--- src/rtl/dp_arbiter.sv ---
// Three-way round-robin arbiter for the data-path bus control unit.
// One transfer in flight at a time; a toggle on dp_req starts each one.
module dp_arbiter #(
  parameter int DATA_W = 16
) (
  input  logic              clk,
  input  logic              n_reset,
  input  logic              ce_1,
  input  logic              ce_2,
  input  logic [2:0]        r_req,
  input  logic [DATA_W-1:0] r_addr [3],
  input  logic [DATA_W-1:0] r_dout [3],
  input  logic [1:0]        r_sreg [3],
  input  logic [2:0]        r_write,
  input  logic [2:0]        r_wide,
  input  logic [2:0]        r_io,
  input  logic [2:0]        r_zero_seg,
  input  logic [2:0]        r_lock,
  output logic [2:0]        r_ack,
  output logic [DATA_W-1:0] r_din,
  output logic [1:0]        grant,
  output logic [DATA_W-1:0] dp_addr,
  output logic [DATA_W-1:0] dp_dout,
  output logic [1:0]        dp_sreg,
  output logic              dp_write,
  output logic              dp_wide,
  output logic              dp_io,
  output logic              dp_zero_seg,
  output logic              dp_req,
  input  logic              dp_ready,
  input  logic [DATA_W-1:0] dp_din
);

  localparam logic [1:0] ST_IDLE   = 2'd0;
  localparam logic [1:0] ST_BUSY   = 2'd1;
  localparam logic [1:0] ST_LOCKED = 2'd2;
  localparam logic [1:0] NO_GRANT  = 2'd3;

  logic [1:0] state;
  logic [1:0] rr;
  logic [1:0] cand1;
  logic [1:0] cand2;
  logic [1:0] win;
  logic [1:0] issue_idx;
  logic       do_issue;
  logic       en;

  function automatic logic [1:0] next_idx(input logic [1:0] i);
    return (i == 2'd2) ? 2'd0 : i + 2'd1;
  endfunction

  assign en = ce_1 | ce_2;

  // Search order after the last owner: rr+1, rr+2, then rr itself.
  always_comb begin
    cand1 = next_idx(rr);
    cand2 = next_idx(cand1);
    if (r_req[cand1])      win = cand1;
    else if (r_req[cand2]) win = cand2;
    else                   win = rr;
  end

  always_comb begin
    issue_idx = (state == ST_LOCKED) ? grant : win;
    do_issue  = 1'b0;
    if (state == ST_IDLE)
      do_issue = |r_req;
    else if (state == ST_LOCKED)
      do_issue = r_lock[grant] & r_req[grant];
  end

  always_ff @(posedge clk) begin
    r_ack <= '0;
    if (!n_reset) begin
      state       <= ST_IDLE;
      dp_req      <= 1'b0;
      grant       <= NO_GRANT;
      rr          <= 2'd2;
      r_din       <= '1;
      dp_addr     <= '0;
      dp_dout     <= '0;
      dp_sreg     <= '0;
      dp_write    <= 1'b0;
      dp_wide     <= 1'b0;
      dp_io       <= 1'b0;
      dp_zero_seg <= 1'b0;
    end else if (en) begin
      if (do_issue) begin
        dp_addr     <= r_addr[issue_idx];
        dp_dout     <= r_dout[issue_idx];
        dp_sreg     <= r_sreg[issue_idx];
        dp_write    <= r_write[issue_idx];
        dp_wide     <= r_wide[issue_idx];
        dp_io       <= r_io[issue_idx];
        dp_zero_seg <= r_zero_seg[issue_idx];
        dp_req      <= ~dp_req;
        grant       <= issue_idx;
        state       <= ST_BUSY;
      end else begin
        case (state)
          ST_IDLE: grant <= NO_GRANT;
          // dp_ready only counts after the issuing edge has passed.
          ST_BUSY: begin
            if (dp_ready) begin
              if (!dp_write)
                r_din <= dp_din;
              r_ack[grant] <= 1'b1;
              rr           <= grant;
              if (r_lock[grant]) begin
                state <= ST_LOCKED;
              end else begin
                state <= ST_IDLE;
                grant <= NO_GRANT;
              end
            end
          end
          ST_LOCKED: begin
            if (!r_lock[grant]) begin
              state <= ST_IDLE;
              grant <= NO_GRANT;
            end
          end
          default: begin
            state <= ST_IDLE;
            grant <= NO_GRANT;
          end
        endcase
      end
    end
  end

endmodule

--- config.mk ---
export PLATFORM = sky130hd
export DESIGN_NAME = dp_arbiter
export DESIGN_NICKNAME = d
export VERILOG_FILES = /design/src/rtl/dp_arbiter.sv
export SDC_FILE = /design/constraint.sdc
export NUM_CORES = 1
export LEC_CHECK = 0
export CORE_ASPECT_RATIO = 1.1
export CORE_MARGIN = 10
export CORE_UTILIZATION = 43
export CTS_CLUSTER_SIZE = 10
export DETAILED_ROUTE_END_ITERATION = 16
export PLACE_DENSITY = 0.93
export SYNTH_ARGS = -nofsm -noshare
export SYNTH_HDL_FRONTEND = slang
export SYNTH_SLANG_ARGS = --single-unit
--- constraint.sdc ---
create_clock -name clk -period 3.35 [get_ports clk]
set_clock_uncertainty 0.05 [all_clocks]
set_input_delay 0.67 -clock clk [delete_from_list [all_inputs] [get_ports clk]]
set_output_delay 0.67 -clock clk [all_outputs]
set_load 0.01 [all_outputs]
==> impl_metrics.yaml, run 1 <==
detailed_routing:
  vias: 4012
  wl_mm: 14.01
  final_antenna_net_count: 0
  drc_errors: 0
  wire_per_inst_um: 20.28
  firstDrtPassIters: 4
  viasPerCell: 5.806
  drt_iter0_drc: 244
floorplanning:
  fp.dieArea_um2: 12710
  start_util_pct: 44.19
  die_w_um: 108.4
  num_rows: 35
  die_h_um: 117.2
  core_area_um2: 8364
  ios: 201
clocking:
  cts_buffers: 9
  cts_setup_buffers: 0
  clk_pin_slew_ps: 70
  clock-sinks: 64
  htreeDepth: 3
  ctsHoldBuffers: 0
  cts.repair.resized: 0
  cts_tree: "yes"
  cts_buffer_depth: 2
  cts-root-buf: "clkbuf_8"
  insertion_delay_ps: 340
pwr:
  powerDensity_nw_per_um2: 382.1
  power.leakage_nw: 2.403
  total_power_mw: 2.252
  ir_drop_mv: 0.2464
setup_path:
  cp.arrival_ps: 2950
  path_max_fanout: 77
  cp-end-kind: "flop"
  path_class: "input port to flop"
  reg2reg_slack_ps: 790
  worstSetupStartpointType: "input port"
  required_ps: 3580
timing:
  max_freq_ghz: 0.3684
  slew_viol_final: 0
  rsz0062_at_grt: "false"
  final.setup.tns_ps: 0
  holdWs_ps: 426.3
  period_share_pct: 81.03
  finalSetupViolCount: 0
  worst_pin_slew_ps: 813.7
  hold_viol: 0
  post-route-min-period_ps: 2714
  slew-limit-headroom_pct: 45.75
outcome:
  status: "complete, no violations"
synth:
  synth.largest_area_cell: "dfxtp_1"
  synth.ff_latch_count: 64
  syn-cell-area_um2: 3696
  async_flop_share_pct: 0
  synth_flop_cell: "dfxtp_1"
  synthDistinctLibCells: 44
  synthTopCellsByArea: "dfxtp_1 (35%), mux2i_1 (16%), o221a_1 (12%)"
  yosysWarnings: 0
  synthCells: 399
  synth_top_area_share_pct: 34.66
  synth-edff-count: 0
  syn_area_per_cell_um2: 9.263
  ys_seq_area_share_pct: 34.66
  synth_fp_nets: 543
final_layout:
  final_nets: 719
  antenna_cells: 0
  final_cell_mix: "clkdlybuf4s50_1 (199), nand2_1 (96), dfxtp_1 (64), mux2i_1 (59)"
  fillers: 636
  layout-drive-gt1-share_pct: 5.000
  areaGrowthSynthToFinish_pct: 59.41
  layout_commonest_cell: "clkdlybuf4s50_1"
global_route:
  antenna_found_initial: 0
  grt_max_degree: 78
  grt_overflow: 0
  grt_pass1_wl_mm: 21.53
  track_usage_pct: 20.94
  grt_pass1_vias: 4185
placement:
  port_buffers: 200
  routabilityCongestion: 0.8027
  dp_hpwl_mm: 10.07
job:
  cap_violations: 0
min_path:
  hp-class: "flop to flop"
-- report_power, final --
| part | switching, mW | total (mW) | internal, mW |
|---|---|---|---|
| Sequential | 0.0483 | 0.876 | 0.828 |
| Combinational | 0.309 | 0.732 | 0.422 |
| Clock | 0.303 | 0.644 | 0.341 |
-- state kept, by name (all words and copies together), names as in the netlist --
register / count
dp_sreg: 2
r_ack: 3
r_din: 16
dp_wide: 1
dp_zero_seg: 1
state: 2
dp_req: 1
rr: 2
dp_io: 1
dp_write: 1
dp_dout: 16
grant: 2
dp_addr: 16
-- metal layers --
metal  track usage (%)  share of wire [%]  vias up
li1                  -                  -     1857
met1             23.04                 38     1924
met2             35.63                 49      190
met3             6.517                8.5       41
met4             10.73                4.2        0
met5                 0                  0        -
-- through the flow --
stage	instances	worst slack [ps]	utilization, %	cell area [um^2]
6_report	691	635.6	70.44	5892
5_1_grt	691	458.4	70.44	5892
4_1_cts	691	670.2	70.44	5892
3_5_place_dp	675	399.9	68.29	5712
3_3_place_gp	675	493.0	68.29	5712
2_1_floorplan	399	1100	-	3696
-- logic make-up (layout without fill, tap and decap cells) --
| group | count (synthesis) | after routing | share of synthesized area, % |
|---|---|---|---|
| muxes | 60 | 60 | 16.59 |
| and+or+nand+nor | 123 | 123 | 14.25 |
| AOI/OAI and AO/OA | 102 | 102 | 27.18 |
| buffers and inverters | 47 | 228 | 6.296 |
| adders and majority gates | 3 | 3 | 1.016 |
| DFF | 64 | 64 | 34.66 |
-- path summary, 6_finish.rpt --
kind | cells past startpoint | from | end
worst max register to register | 8 | state[0]$_SDFFE_PN0P_ | dp_addr[1]$_SDFFE_PN0P_
worst min-delay path | 2 | r_din[14]$_SDFFE_PN1P_ | r_din[14]$_SDFFE_PN1P_
worst max-delay path | 7 | r_req[1] | dp_dout[4]$_SDFFE_PN0P_
worst min register to register | 2 | r_din[14]$_SDFFE_PN1P_ | r_din[14]$_SDFFE_PN1P_
-- worst max-delay path, cell delays in order --
cell and delay, ps:
clkdlybuf4s50_1 580, nor2b_1 230, o211a_2 190, buf_4 570
nand2_1 190, mux2i_1 250, o221a_1 220
-- layout make-up --
class / instances / area, um^2 / share of cell area, %
Timing Repair Buffer: 208 / 2082 / 35.34
Clock inverter: 4 / 45.04 / 0.7645
Sequential cell: 64 / 1281 / 21.75
Inverter: 4 / 15.01 / 0.2548
Clock buffer: 12 / 135.1 / 2.293
Multi-Input combinational cell: 288 / 2195 / 37.25
Tap cell: 111 / 138.9 / 2.357
-- Yosys cell counts, drive strengths merged (2+ instances only) --
library cell	count
a211oi	2
a21oi	7
a311o	38
a32oi	2
buf	22
clkbuf	21
dfxtp	64
ha	3
inv	4
mux2i	60
nand2	96
nand2b	2
nand3b	2
nand4b	2
nor2	8
nor2b	3
nor3	2
nor3b	2
o21ai	6
o221a	38
(Power assumes the default switching activity.)
==> inputs of run 2 (changes only) <==
--- a/config.mk
+++ b/config.mk
@@ -7,10 +7,10 @@
 export LEC_CHECK = 0
 export CORE_ASPECT_RATIO = 1.1
 export CORE_MARGIN = 10
-export CORE_UTILIZATION = 43
+export CORE_UTILIZATION = 36
 export CTS_CLUSTER_SIZE = 10
 export DETAILED_ROUTE_END_ITERATION = 16
-export PLACE_DENSITY = 0.93
+export PLACE_DENSITY = 0.83
 export SYNTH_ARGS = -nofsm -noshare
 export SYNTH_HDL_FRONTEND = slang
 export SYNTH_SLANG_ARGS = --single-unit
==> constraint.sdc (replaced) <==
create_clock -name clk -period 2.4 [get_ports clk]
set_clock_uncertainty 0.05 [all_clocks]
set_input_delay 0.48 -clock clk [delete_from_list [all_inputs] [get_ports clk]]
set_output_delay 0.48 -clock clk [all_outputs]
set_load 0.01 [all_outputs]
==> run 2 against run 1 <==
Global-route usage is 2.6 points lower. Non-clock buffer count increased by 16. Sequential power is 39% higher. Critical path type is now flop to flop.
==> impl_metrics.yaml, run 2 (synthesis gave the netlist of run 1 again) <==
clocking:
  htreeDepth: 3
  clock-sinks: 64
  ctsHoldBuffers: 0
  cts.repair.resized: 0
  cts_tree: "yes"
  cts_buffer_depth: 2
  insertion_delay_ps: 330
  clk_pin_slew_ps: 70
  cts-root-buf: "clkbuf_8"
  cts_buffers: 9
  cts_setup_buffers: 0
final_layout:
  fillers: 818
  postLayoutCellArea_um2: 6097
  register_area_um2: 1281
  layout-drive-gt1-share_pct: 8.054
  final_nets: 735
  layout_commonest_cell: "clkdlybuf4s50_1"
  reg_top3: "dp_addr (16), dp_dout (16), r_din (16)"
  areaGrowthSynthToFinish_pct: 64.96
  fin_cells: 716
  multiInputGateArea_um2: 2198
  final_cell_mix: "clkdlybuf4s50_1 (199), nand2_1 (96), dfxtp_1 (64), mux2i_1 (59)"
  antenna_cells: 0
  fin_util_pct: 61.36
setup_path:
  cp-end-kind: "flop"
  path_class: "flop to flop"
  path_max_fanout: 28
  worstSetupStartpointType: "flop"
  required_ps: 2580
  cp.arrival_ps: 2450
placement:
  dp_cells: 700
  dp_hpwl_mm: 10.52
  placed_cell_area_um2: 5906
  routabilityCongestion: 0.9178
  port_buffers: 200
  dp_slack_ps: -176.1
timing:
  post-route-min-period_ps: 2278
  rsz0062_at_grt: "false"
  max_freq_ghz: 0.4389
  worst_pin_slew_ps: 692.0
  holdWs_ps: 427.5
  finalSetupViolCount: 0
  setup_ws_ps: 121.7
  hold_viol: 0
  period_share_pct: 94.93
  slew-limit-headroom_pct: 53.86
  slew_viol_final: 0
global_route:
  antenna_found_initial: 0
  track_usage_pct: 18.30
  grt_overflow: 0
  grt_max_degree: 40
  grt_pass1_wl_mm: 21.83
  grt_pass1_vias: 4123
detailed_routing:
  drc_errors: 0
  wire_per_inst_um: 19.71
  firstDrtPassIters: 5
  drt_iter0_drc: 290
  wl_mm: 14.11
  vias: 3931
  final_antenna_net_count: 0
  viasPerCell: 5.490
floorplanning:
  fp.dieArea_um2: 14720
  start_util_pct: 37.19
  die_h_um: 126.3
  num_rows: 38
  core_area_um2: 9937
  die_w_um: 116.6
  ios: 201
pwr:
  power.leakage_nw: 2.506
  ir_drop_mv: 0.3625
  powerDensity_nw_per_um2: 525.1
outcome:
  status: "complete, no violations"
job:
  cap_violations: 0
min_path:
  hp-class: "flop to flop"
-- run 2: where the power goes --
group	internal (mW)	switching [mW]	total, mW
Combinational	0.626	0.441	1.07
Sequential	1.16	0.0657	1.22
Clock	0.475	0.440	0.914
-- run 2: through the flow --
step | total power [mW] | TNS [ps]
after global placement | 2.283 | -3234
after global routing | 3.360 | 0
after CTS | 3.236 | 0
after detailed placement | 2.311 | -7282
after floorplan | 1.739 | 0
final | 3.202 | 0
-- run 2: worst paths after layout --
path                         startpoint                       to  slack (ps)  cells after the start
hold / removal    r_din[8]$_SDFFE_PN1P_    r_din[8]$_SDFFE_PN1P_         430                      2
setup / recovery  state[0]$_SDFFE_PN0P_  dp_addr[3]$_SDFFE_PN0P_         120                      8
setup reg to reg  state[0]$_SDFFE_PN0P_  dp_addr[3]$_SDFFE_PN0P_         120                      8
hold reg to reg   r_din[8]$_SDFFE_PN1P_    r_din[8]$_SDFFE_PN1P_         430                      2
-- run 2: worst max-delay path: stages, from the launching register on --
cell and delay, ps:
dfxtp_1 340, inv_1 80, ha_1 320, or4b_1 540, o211a_2 220, buf_12 180, nand2_1 100, mux2i_1 100
o221a_1 230
-- run 2: area by class of cell --
cell class / count / share of cell area [%]
inverter: 4 / 0.2463
multi-input combinational: 288 / 36.06
sequential: 64 / 21.01
clock buffer: 10 / 2.093
clock inverter: 6 / 0.9850
timing repair buffer: 224 / 37.14
tap: 120 / 2.463
-- run 2: layer usage --
| layer | GRT usage, % | part of all wire [%] | vias to the layer above |
|---|---|---|---|
| met1 | 19.71 | 38 | 1882 |
| met5 | 0 | 0 | - |
| met4 | 3.566 | 0.48 | 0 |
| li1 | - | - | 1897 |
| met2 | 32.81 | 52 | 148 |
| met3 | 7.312 | 10 | 4 |
==> inputs of run 3 (changes only) <==
--- a/config.mk
+++ b/config.mk
@@ -8,6 +8,7 @@
 export CORE_ASPECT_RATIO = 1.1
 export CORE_MARGIN = 10
 export CORE_UTILIZATION = 36
+export CTS_CLUSTER_DIAMETER = 120
 export CTS_CLUSTER_SIZE = 10
 export DETAILED_ROUTE_END_ITERATION = 16
 export PLACE_DENSITY = 0.83
==> results of run 3 <==
No change in the layout: final DEF, timing and power equal those of run 2.
